File: config.mk
export PLATFORM = sky130hd
export DESIGN_NAME = led_blink_scheduler
export DESIGN_NICKNAME = d
export VERILOG_FILES = /design/src/rtl/led_blink_scheduler.sv
export SDC_FILE = /design/constraint.sdc
export NUM_CORES = 1
export LEC_CHECK = 0
export ABC_AREA = 1
export CAP_MARGIN = 5
export CORE_ASPECT_RATIO = 2
export CORE_MARGIN = 2
export CORE_UTILIZATION = 40
export DETAILED_ROUTE_END_ITERATION = 7
export GPL_TIMING_DRIVEN = 0
export PLACE_DENSITY = 0.53
export RECOVER_POWER = 100
export SLEW_MARGIN = 40
export SYNTH_ARGS = -nofsm -noshare
export SYNTH_HDL_FRONTEND = slang
export SYNTH_SLANG_ARGS = --single-unit
File: constraint.sdc
create_clock -name clk -period 2.6 [get_ports clk]
set_clock_uncertainty 0.15 [all_clocks]
set_input_delay 0.78 -clock clk [delete_from_list [all_inputs] [get_ports clk]]
set_output_delay 0.78 -clock clk [all_outputs]
set_load 0.01 [all_outputs]
File: src/rtl/led_blink_scheduler.sv
// led_blink_scheduler: latches per-source activity strobes and shows one pending
// source at a time on a single LED as (index+1) blinks followed by a gap.
module led_blink_scheduler #(
    parameter int N_SRC   = 4,
    parameter int ON_LEN  = 1 << 22,
    parameter int OFF_LEN = 1 << 22,
    parameter int GAP_LEN = 1 << 24,
    localparam int SW     = $clog2(N_SRC > 1 ? N_SRC : 2)
) (
    input  logic             clk,
    input  logic             rst,
    input  logic [N_SRC-1:0] req,
    output logic             led,
    output logic             busy,
    output logic [SW-1:0]    cur_src
);
    localparam int MAXL = ON_LEN > OFF_LEN ? (ON_LEN > GAP_LEN ? ON_LEN : GAP_LEN)
                                           : (OFF_LEN > GAP_LEN ? OFF_LEN : GAP_LEN);
    localparam int CW   = $clog2(MAXL) + 1;
    localparam int SW1  = SW + 1;

    typedef enum logic [1:0] {IDLE, ON, OFF, GAP} state_t;

    state_t             state, state_n;
    logic [CW-1:0]      cnt, cnt_n;
    logic [4:0]         blinks, blinks_n;
    logic [SW-1:0]      last_grant, last_n, cur_n, grant, idx;
    logic [SW1-1:0]     sum;
    logic [N_SRC-1:0]   s0, s1, s2, prev, pending, pending_n, clr;
    logic               found;

    always_ff @(posedge clk) begin
        if (rst) begin
            s0         <= '0;
            s1         <= '0;
            s2         <= '0;
            prev       <= '0;
            pending    <= '0;
            state      <= IDLE;
            cnt        <= '0;
            blinks     <= '0;
            last_grant <= SW'(N_SRC - 1);
            cur_src    <= '0;
        end else begin
            s0         <= req;
            s1         <= s0;
            s2         <= s1;
            prev       <= s2;
            pending    <= pending_n;
            state      <= state_n;
            cnt        <= cnt_n;
            blinks     <= blinks_n;
            last_grant <= last_n;
            cur_src    <= cur_n;
        end
    end

    // Round-robin search starting just after the previously shown source
    always_comb begin
        grant = '0;
        found = 1'b0;
        sum   = '0;
        idx   = '0;
        for (int i = 1; i <= N_SRC; i++) begin
            sum = {1'b0, last_grant} + SW1'(i);
            idx = sum >= SW1'(N_SRC) ? SW'(sum - SW1'(N_SRC)) : SW'(sum);
            if (!found && pending[idx]) begin
                found = 1'b1;
                grant = idx;
            end
        end
    end

    always_comb begin
        state_n  = state;
        cnt_n    = cnt - 1'b1;
        blinks_n = blinks;
        last_n   = last_grant;
        cur_n    = cur_src;
        clr      = '0;
        case (state)
            IDLE: if (found) begin
                state_n    = ON;
                cnt_n      = CW'(ON_LEN - 1);
                blinks_n   = 5'(grant) + 5'd1;
                last_n     = grant;
                cur_n      = grant;
                clr[grant] = 1'b1;
            end
            ON: if (cnt == '0) begin
                state_n  = OFF;
                cnt_n    = CW'(OFF_LEN - 1);
                blinks_n = blinks - 5'd1;
            end
            OFF: if (cnt == '0) begin
                state_n = blinks != '0 ? ON : GAP;
                cnt_n   = blinks != '0 ? CW'(ON_LEN - 1) : CW'(GAP_LEN - 1);
            end
            GAP: if (cnt == '0) state_n = IDLE;
        endcase
        // A new edge in the same cycle as the grant keeps the request pending
        pending_n = (pending & ~clr) | (s2 & ~prev);
    end

    assign led  = state == ON;
    assign busy = state != IDLE;
endmodule

==> results of run 1 <==
## synthesized netlist by cell type
| cell | number |
|---|---|
| ha_1 | 8 |
| nand4_2 | 1 |
| nor2_2 | 3 |
| nor4_1 | 1 |
| nand2_4 | 3 |
| nand4_4 | 1 |
| clkbuf_1 | 4 |
| buf_8 | 1 |
| inv_2 | 4 |
| nand3_1 | 23 |
| nor2_8 | 1 |
| o211ai_1 | 2 |
| o21ai_0 | 9 |
| buf_6 | 3 |
| nand4_1 | 4 |
| a21oi_1 | 30 |
| xor2_1 | 14 |
| nor3_1 | 5 |
| xnor2_1 | 8 |
| nor2_1 | 57 |
| o21ai_1 | 2 |
| nand3_4 | 2 |
| nand2_2 | 8 |
| buf_1 | 1 |
| dfxtp_1 | 56 |
| inv_6 | 1 |
| nand2_1 | 88 |
| inv_1 | 63 |
| a21oi_2 | 5 |
## where the power goes
part / switching (mW) / internal (mW)
clock network: 0.314 / 0.359
registers: 0.194 / 1.11
logic: 1.32 / 0.841
## cell families (layout without fill, tap and decap cells)
| family | count (synthesis) | after routing | synth area share |
|---|---|---|---|
| XOR/XNOR | 22 | 22 | 0.0662 |
| flip-flops | 56 | 56 | 0.385 |
| adder cells (fa/ha/maj) | 8 | 8 | 0.0344 |
| AO/OA/AOI/OAI | 48 | 48 | 0.0906 |
| buffers and inverters | 77 | 94 | 0.113 |
| AND/OR/NAND/NOR | 197 | 197 | 0.311 |
## cells in the final DEF (no fill, tap or decap), drive strengths merged, types with 2 or more instances in the layout
master,netlist,routed
o211ai,2,2
dlygate4sd3,0,3
xnor2,8,8
nor3,5,5
o21ai,11,11
inv,68,68
nand2,99,99
clkinvlp,0,2
dfxtp,56,56
clkbuf,4,10
xor2,14,14
nand4,6,6
a21oi,35,35
buf,5,4
ha,8,8
nand3,25,25
nor2,61,61
clkdlybuf4s50,0,6
## critical path, stage by stage (launching register included)
cell and delay (ns):
dfxtp_1 0.36, inv_1 0.09, nor2_1 0.32, clkdlybuf4s50_1 0.61
## worst paths after layout
path | from | to | slack, ns | depth (start not counted)
hold reg to reg | s0[3] | s1[3] | 0.25 | 2
setup / recovery | state[0] | led | -0.008 | 3
setup reg to reg | last_grant[1] | blinks[2] | 0.19 | 16
hold / removal | s0[3] | s1[3] | 0.25 | 2
## metal layers
metal / track usage / vias to the layer above / wire length, um
met5: 0 / - / 0
met4: 0.0626 / 0 / 91
li1: - / 1286 / -
met1: 0.195 / 1085 / 2650
met2: 0.249 / 18 / 2750
met3: 0.0271 / 5 / 85
## repair_timing
item                                    4_1_cts  5_1_grt
endpoints found under the hold margin         0        0
gates cloned                                  0        0
resized for setup                             0        0
pin swaps                                     0        0
endpoints found under the setup margin        2        2
## layout make-up
type                    instances  area, um2  area share
well taps                      92        115      0.0355
inverters                      68        260      0.0802
clock buffers                   5        125      0.0386
plain buffers                   9       67.6      0.0208
clock inverters                 3       23.8     0.00733
multi-input cells             275       1440       0.444
repair buffers                  9       90.1      0.0278
flip-flops and latches         56       1120       0.346
## flip-flops by register name, summed over array words and instances, names as in the netlist
signal / flops
state: 2
s0: 4
s2: 4
blinks: 5
last_grant: 2
s1: 4
prev: 4
cur_src: 2
pending: 4
cnt: 25
==> impl_metrics.tcl, run 1 <==
set metrics [dict create \
    path_class "flip-flop to output pin" \
    place_area_um2 3120 \
    nets 438 \
    worstSetupEndpointType "output pin" \
    final_cells 517 \
    period_share 1.00 \
    cts-root-buf "clkbuf_16" \
    post-route-util 0.453 \
    via_count 2394 \
    tns_ns -0.00849 \
    wl_per_cell_um 10.8 \
    dr.first_iter.drc_count 130 \
    grtUsageTotal 0.153 \
    grt_pass1_vias 2275 \
    cts_buffer_depth 2 \
    irDropWorstVdd_mv 0.550 \
    grt_max_degree 19 \
    post-route-min-period_ns 2.61 \
    core_area_um2 7160 \
    rsz0062_at_grt "yes" \
    syn_avg_cell_area_um2 7.14 \
    syn_to_final_growth_pct 11.4 \
    clock_sinks 56 \
    hpwl_um 4290 \
    tightest_slew_ns 0.568 \
    wl_um 5570 \
    slew_violations 0 \
    power-per-cell-area_nw_per_um2 1270 \
    initial_core_util 0.407 \
    io_pins 10 \
    yosys.area.top_type "dfxtp_1" \
    htreeDepth 2 \
    yosys-top-cells-area "dfxtp_1, nand2_1, inv_1" \
    yosys_warnings 0 \
    clock_latency_ns 0.30 \
    viasPerCell 4.63 \
    worstPathMaxFanout 6 \
    place.gp.congestion 0.846 \
    cts_tree "built" \
    cts_made_buffers 5 \
    status "finished, violations left" \
    drc 0 \
    overflow 0 \
    leakagePower_nw 1.47 \
    nFillCells 782 \
    port_buffers 9 \
    syn_area_um2 2910 \
    grt_first_pass_wirelength_um 9960 \
    cap_violations 0 \
    required_ns 1.67 \
    path_clk_slew_ns 0.07 \
    relSlewSlack 0.621 \
    ys_ff_latch 56 \
    synth_top_area_frac 0.385 \
    fp-row-count 44 \
    ant_nets 0 \
    syn_nets 422 \
    placed_cells 509 \
    postCtsSetupBuffers 0 \
    die_y_um 125 \
    syn_inst 408 \
    worst_slack_ns -0.00849 \
    pre_cts_slack_ns -0.0584 \
    cp.arrival_ns 1.68 \
    drt_first_pass_iters 4 \
    antenna_found_initial 0 \
    drive_gt1_frac 0.0824 \
    fin_area_um2 3240 \
    report.final.setup_viol 1 \
    violations "negative setup slack" \
    finalHoldViolations 0 \
    die-area_um2 8020 \
    timing.fmax_mhz 383 \
    power_mw 4.14 \
    cts_hold_buf 0 \
    cp-start-kind "flip-flop" \
    die_w_um 64.3 \
    timing.hold.ws_ns 0.253 \
    hold_path_class "flip-flop to flip-flop" \
    yosys.cell_types.count 29 \
    ys_seq_area_frac 0.385 \
    antenna_cells 0 \
]
No activity file was read; power rests on OpenSTA's default activity.
==> inputs of run 2 (changes only) <==
--- a/config.mk
+++ b/config.mk
@@ -14,7 +14,7 @@
 export GPL_TIMING_DRIVEN = 0
 export PLACE_DENSITY = 0.53
 export RECOVER_POWER = 100
-export SLEW_MARGIN = 40
+export SLEW_MARGIN = 10
 export SYNTH_ARGS = -nofsm -noshare
 export SYNTH_HDL_FRONTEND = slang
 export SYNTH_SLANG_ARGS = --single-unit
==> results of run 2 <==
Final layout, timing and power as in run 1 (identical DEF).
==> inputs of run 3 (changes only) <==
--- a/config.mk
+++ b/config.mk
@@ -8,7 +8,7 @@
 export ABC_AREA = 1
 export CAP_MARGIN = 5
 export CORE_ASPECT_RATIO = 2
-export CORE_MARGIN = 2
+export CORE_MARGIN = 4
 export CORE_UTILIZATION = 40
 export DETAILED_ROUTE_END_ITERATION = 7
 export GPL_TIMING_DRIVEN = 0
==> constraint.sdc (replaced) <==
create_clock -name clk -period 3.2 [get_ports clk]
set_clock_uncertainty 0.15 [all_clocks]
set_input_delay 0.96 -clock clk [delete_from_list [all_inputs] [get_ports clk]]
set_output_delay 0.96 -clock clk [all_outputs]
set_load 0.01 [all_outputs]
==> impl_metrics.tcl, run 3 (same netlist as run 1, synthesis figures left out) <==
set metrics [dict create \
    period_share 0.927 \
    pre_cts_slack_ns 0.356 \
    slew_violations 0 \
    fp-row-count 43 \
    placed_cells 507 \
    path_class "flip-flop to output pin" \
    grt_max_degree 18 \
    cp-start-kind "flip-flop" \
    cp.arrival_ns 1.85 \
    globalRouteMet3Util 0.0271 \
    postCtsSetupBuffers 0 \
    dr.first_iter.drc_count 64 \
    irDropWorstVdd_mv 0.443 \
    layout_commonest_cell "nand2_1" \
    initial_core_util 0.416 \
    core_area_um2 6990 \
    cts_tree "built" \
    drt_first_pass_iters 4 \
    cts-root-buf "clkbuf_16" \
    tightest_slew_ns 0.548 \
    final_cell_mix "nand2_1, inv_1, nor2_1" \
    rsz0062_at_grt "no" \
    grt_pass1_vias 2365 \
    tns_ns 0 \
    worstSetupEndpointType "output pin" \
    post-route-min-period_ns 2.96 \
    grt_first_pass_wirelength_um 10600 \
    ctsResizeCount 0 \
    via_count 2401 \
    die-area_um2 8790 \
    port_buffers 9 \
    timing.fmax_mhz 337 \
    worstPathMaxFanout 5 \
    reg_top3 "cnt: 25 flops, blinks: 5 flops" \
    use_met1 0.148 \
    finalHoldViolations 0 \
    cap_violations 0 \
    met2_usage 0.312 \
    wl_um 6180 \
    cts_buffer_depth 2 \
    fin_area_um2 3260 \
    drive_gt1_frac 0.0800 \
    largest_reg_flops 25 \
    drc 0 \
    required_ns 2.09 \
    syn_to_final_growth_pct 11.9 \
    nets 438 \
    top_register "cnt" \
    clock_sinks 56 \
    die_w_um 68.3 \
    hold_path_class "flip-flop to flip-flop" \
    status "complete, no violations" \
    final_cells 515 \
    leakagePower_nw 1.48 \
    antenna_found_initial 0 \
    wl_per_cell_um 12.0 \
    relSlewSlack 0.634 \
    grtUsageTotal 0.159 \
    clock_latency_ns 0.30 \
    viasPerCell 4.66 \
    ant_nets 0 \
    place.gp.congestion 0.798 \
    path_clk_slew_ns 0.07 \
    hpwl_um 4960 \
    grt_most_used_layer "met2" \
    worst_slack_ns 0.235 \
    die_y_um 129 \
    io_pins 10 \
    power_mw 3.46 \
    cts_hold_buf 0 \
    report.final.setup_viol 0 \
    antenna_cells 0 \
    htreeDepth 2 \
    overflow 0 \
    power-per-cell-area_nw_per_um2 1060 \
    place_area_um2 3120 \
    cts_made_buffers 5 \
]
==> run 3: per-layer routing <==
layer	up-vias	routed length (um)
met4	0	180
met1	1084	2310
met2	20	3600
li1	1284	-
met3	13	91
met5	-	0
==> run 3: area by class of cell <==
class | count | area, um2
inverters | 68 | 260
flip-flops and latches | 56 | 1120
plain buffers | 9 | 67.6
multi-input cells | 275 | 1440
well taps | 90 | 113
clock inverters | 3 | 42.5
fillers | 749 | 3740
repair buffers | 9 | 90.1
clock buffers | 5 | 125
==> run 3: path summary, 6_finish.rpt <==
path	from	end	slack (ns)	depth (start not counted)
worst max register to register	last_grant[1]	blinks[1]	0.67	14
worst min register to register	s1[1]	s2[1]	0.24	2
worst max-delay path	state[1]	busy	0.24	3
worst min-delay path	s1[1]	s2[1]	0.24	2
==> run 3: critical path, stage by stage (launching register included) <==
cell and delay [ns]:
dfxtp_1 0.34, nor2_1 0.43, inv_1 0.15, dlygate4sd3_1 0.64
==> run 3: where the power goes <==
| group | leakage [nW] | switching (mW) | total (mW) | internal [mW] |
|---|---|---|---|---|
| Clock | 0.0798 | 0.254 | 0.623 | 0.368 |
| Sequential | 0.462 | 0.160 | 1.06 | 0.901 |
| Combinational | 0.942 | 1.10 | 1.78 | 0.676 |
==> run 3: through the flow <==
stage | hold slack [ns] | util
after CTS | 0.247 | 0.469
after global placement | 0.238 | 0.445
after floorplan | 0.238 | -
after detailed placement | 0.244 | 0.445
final | 0.244 | 0.466
after global routing | 0.267 | 0.466
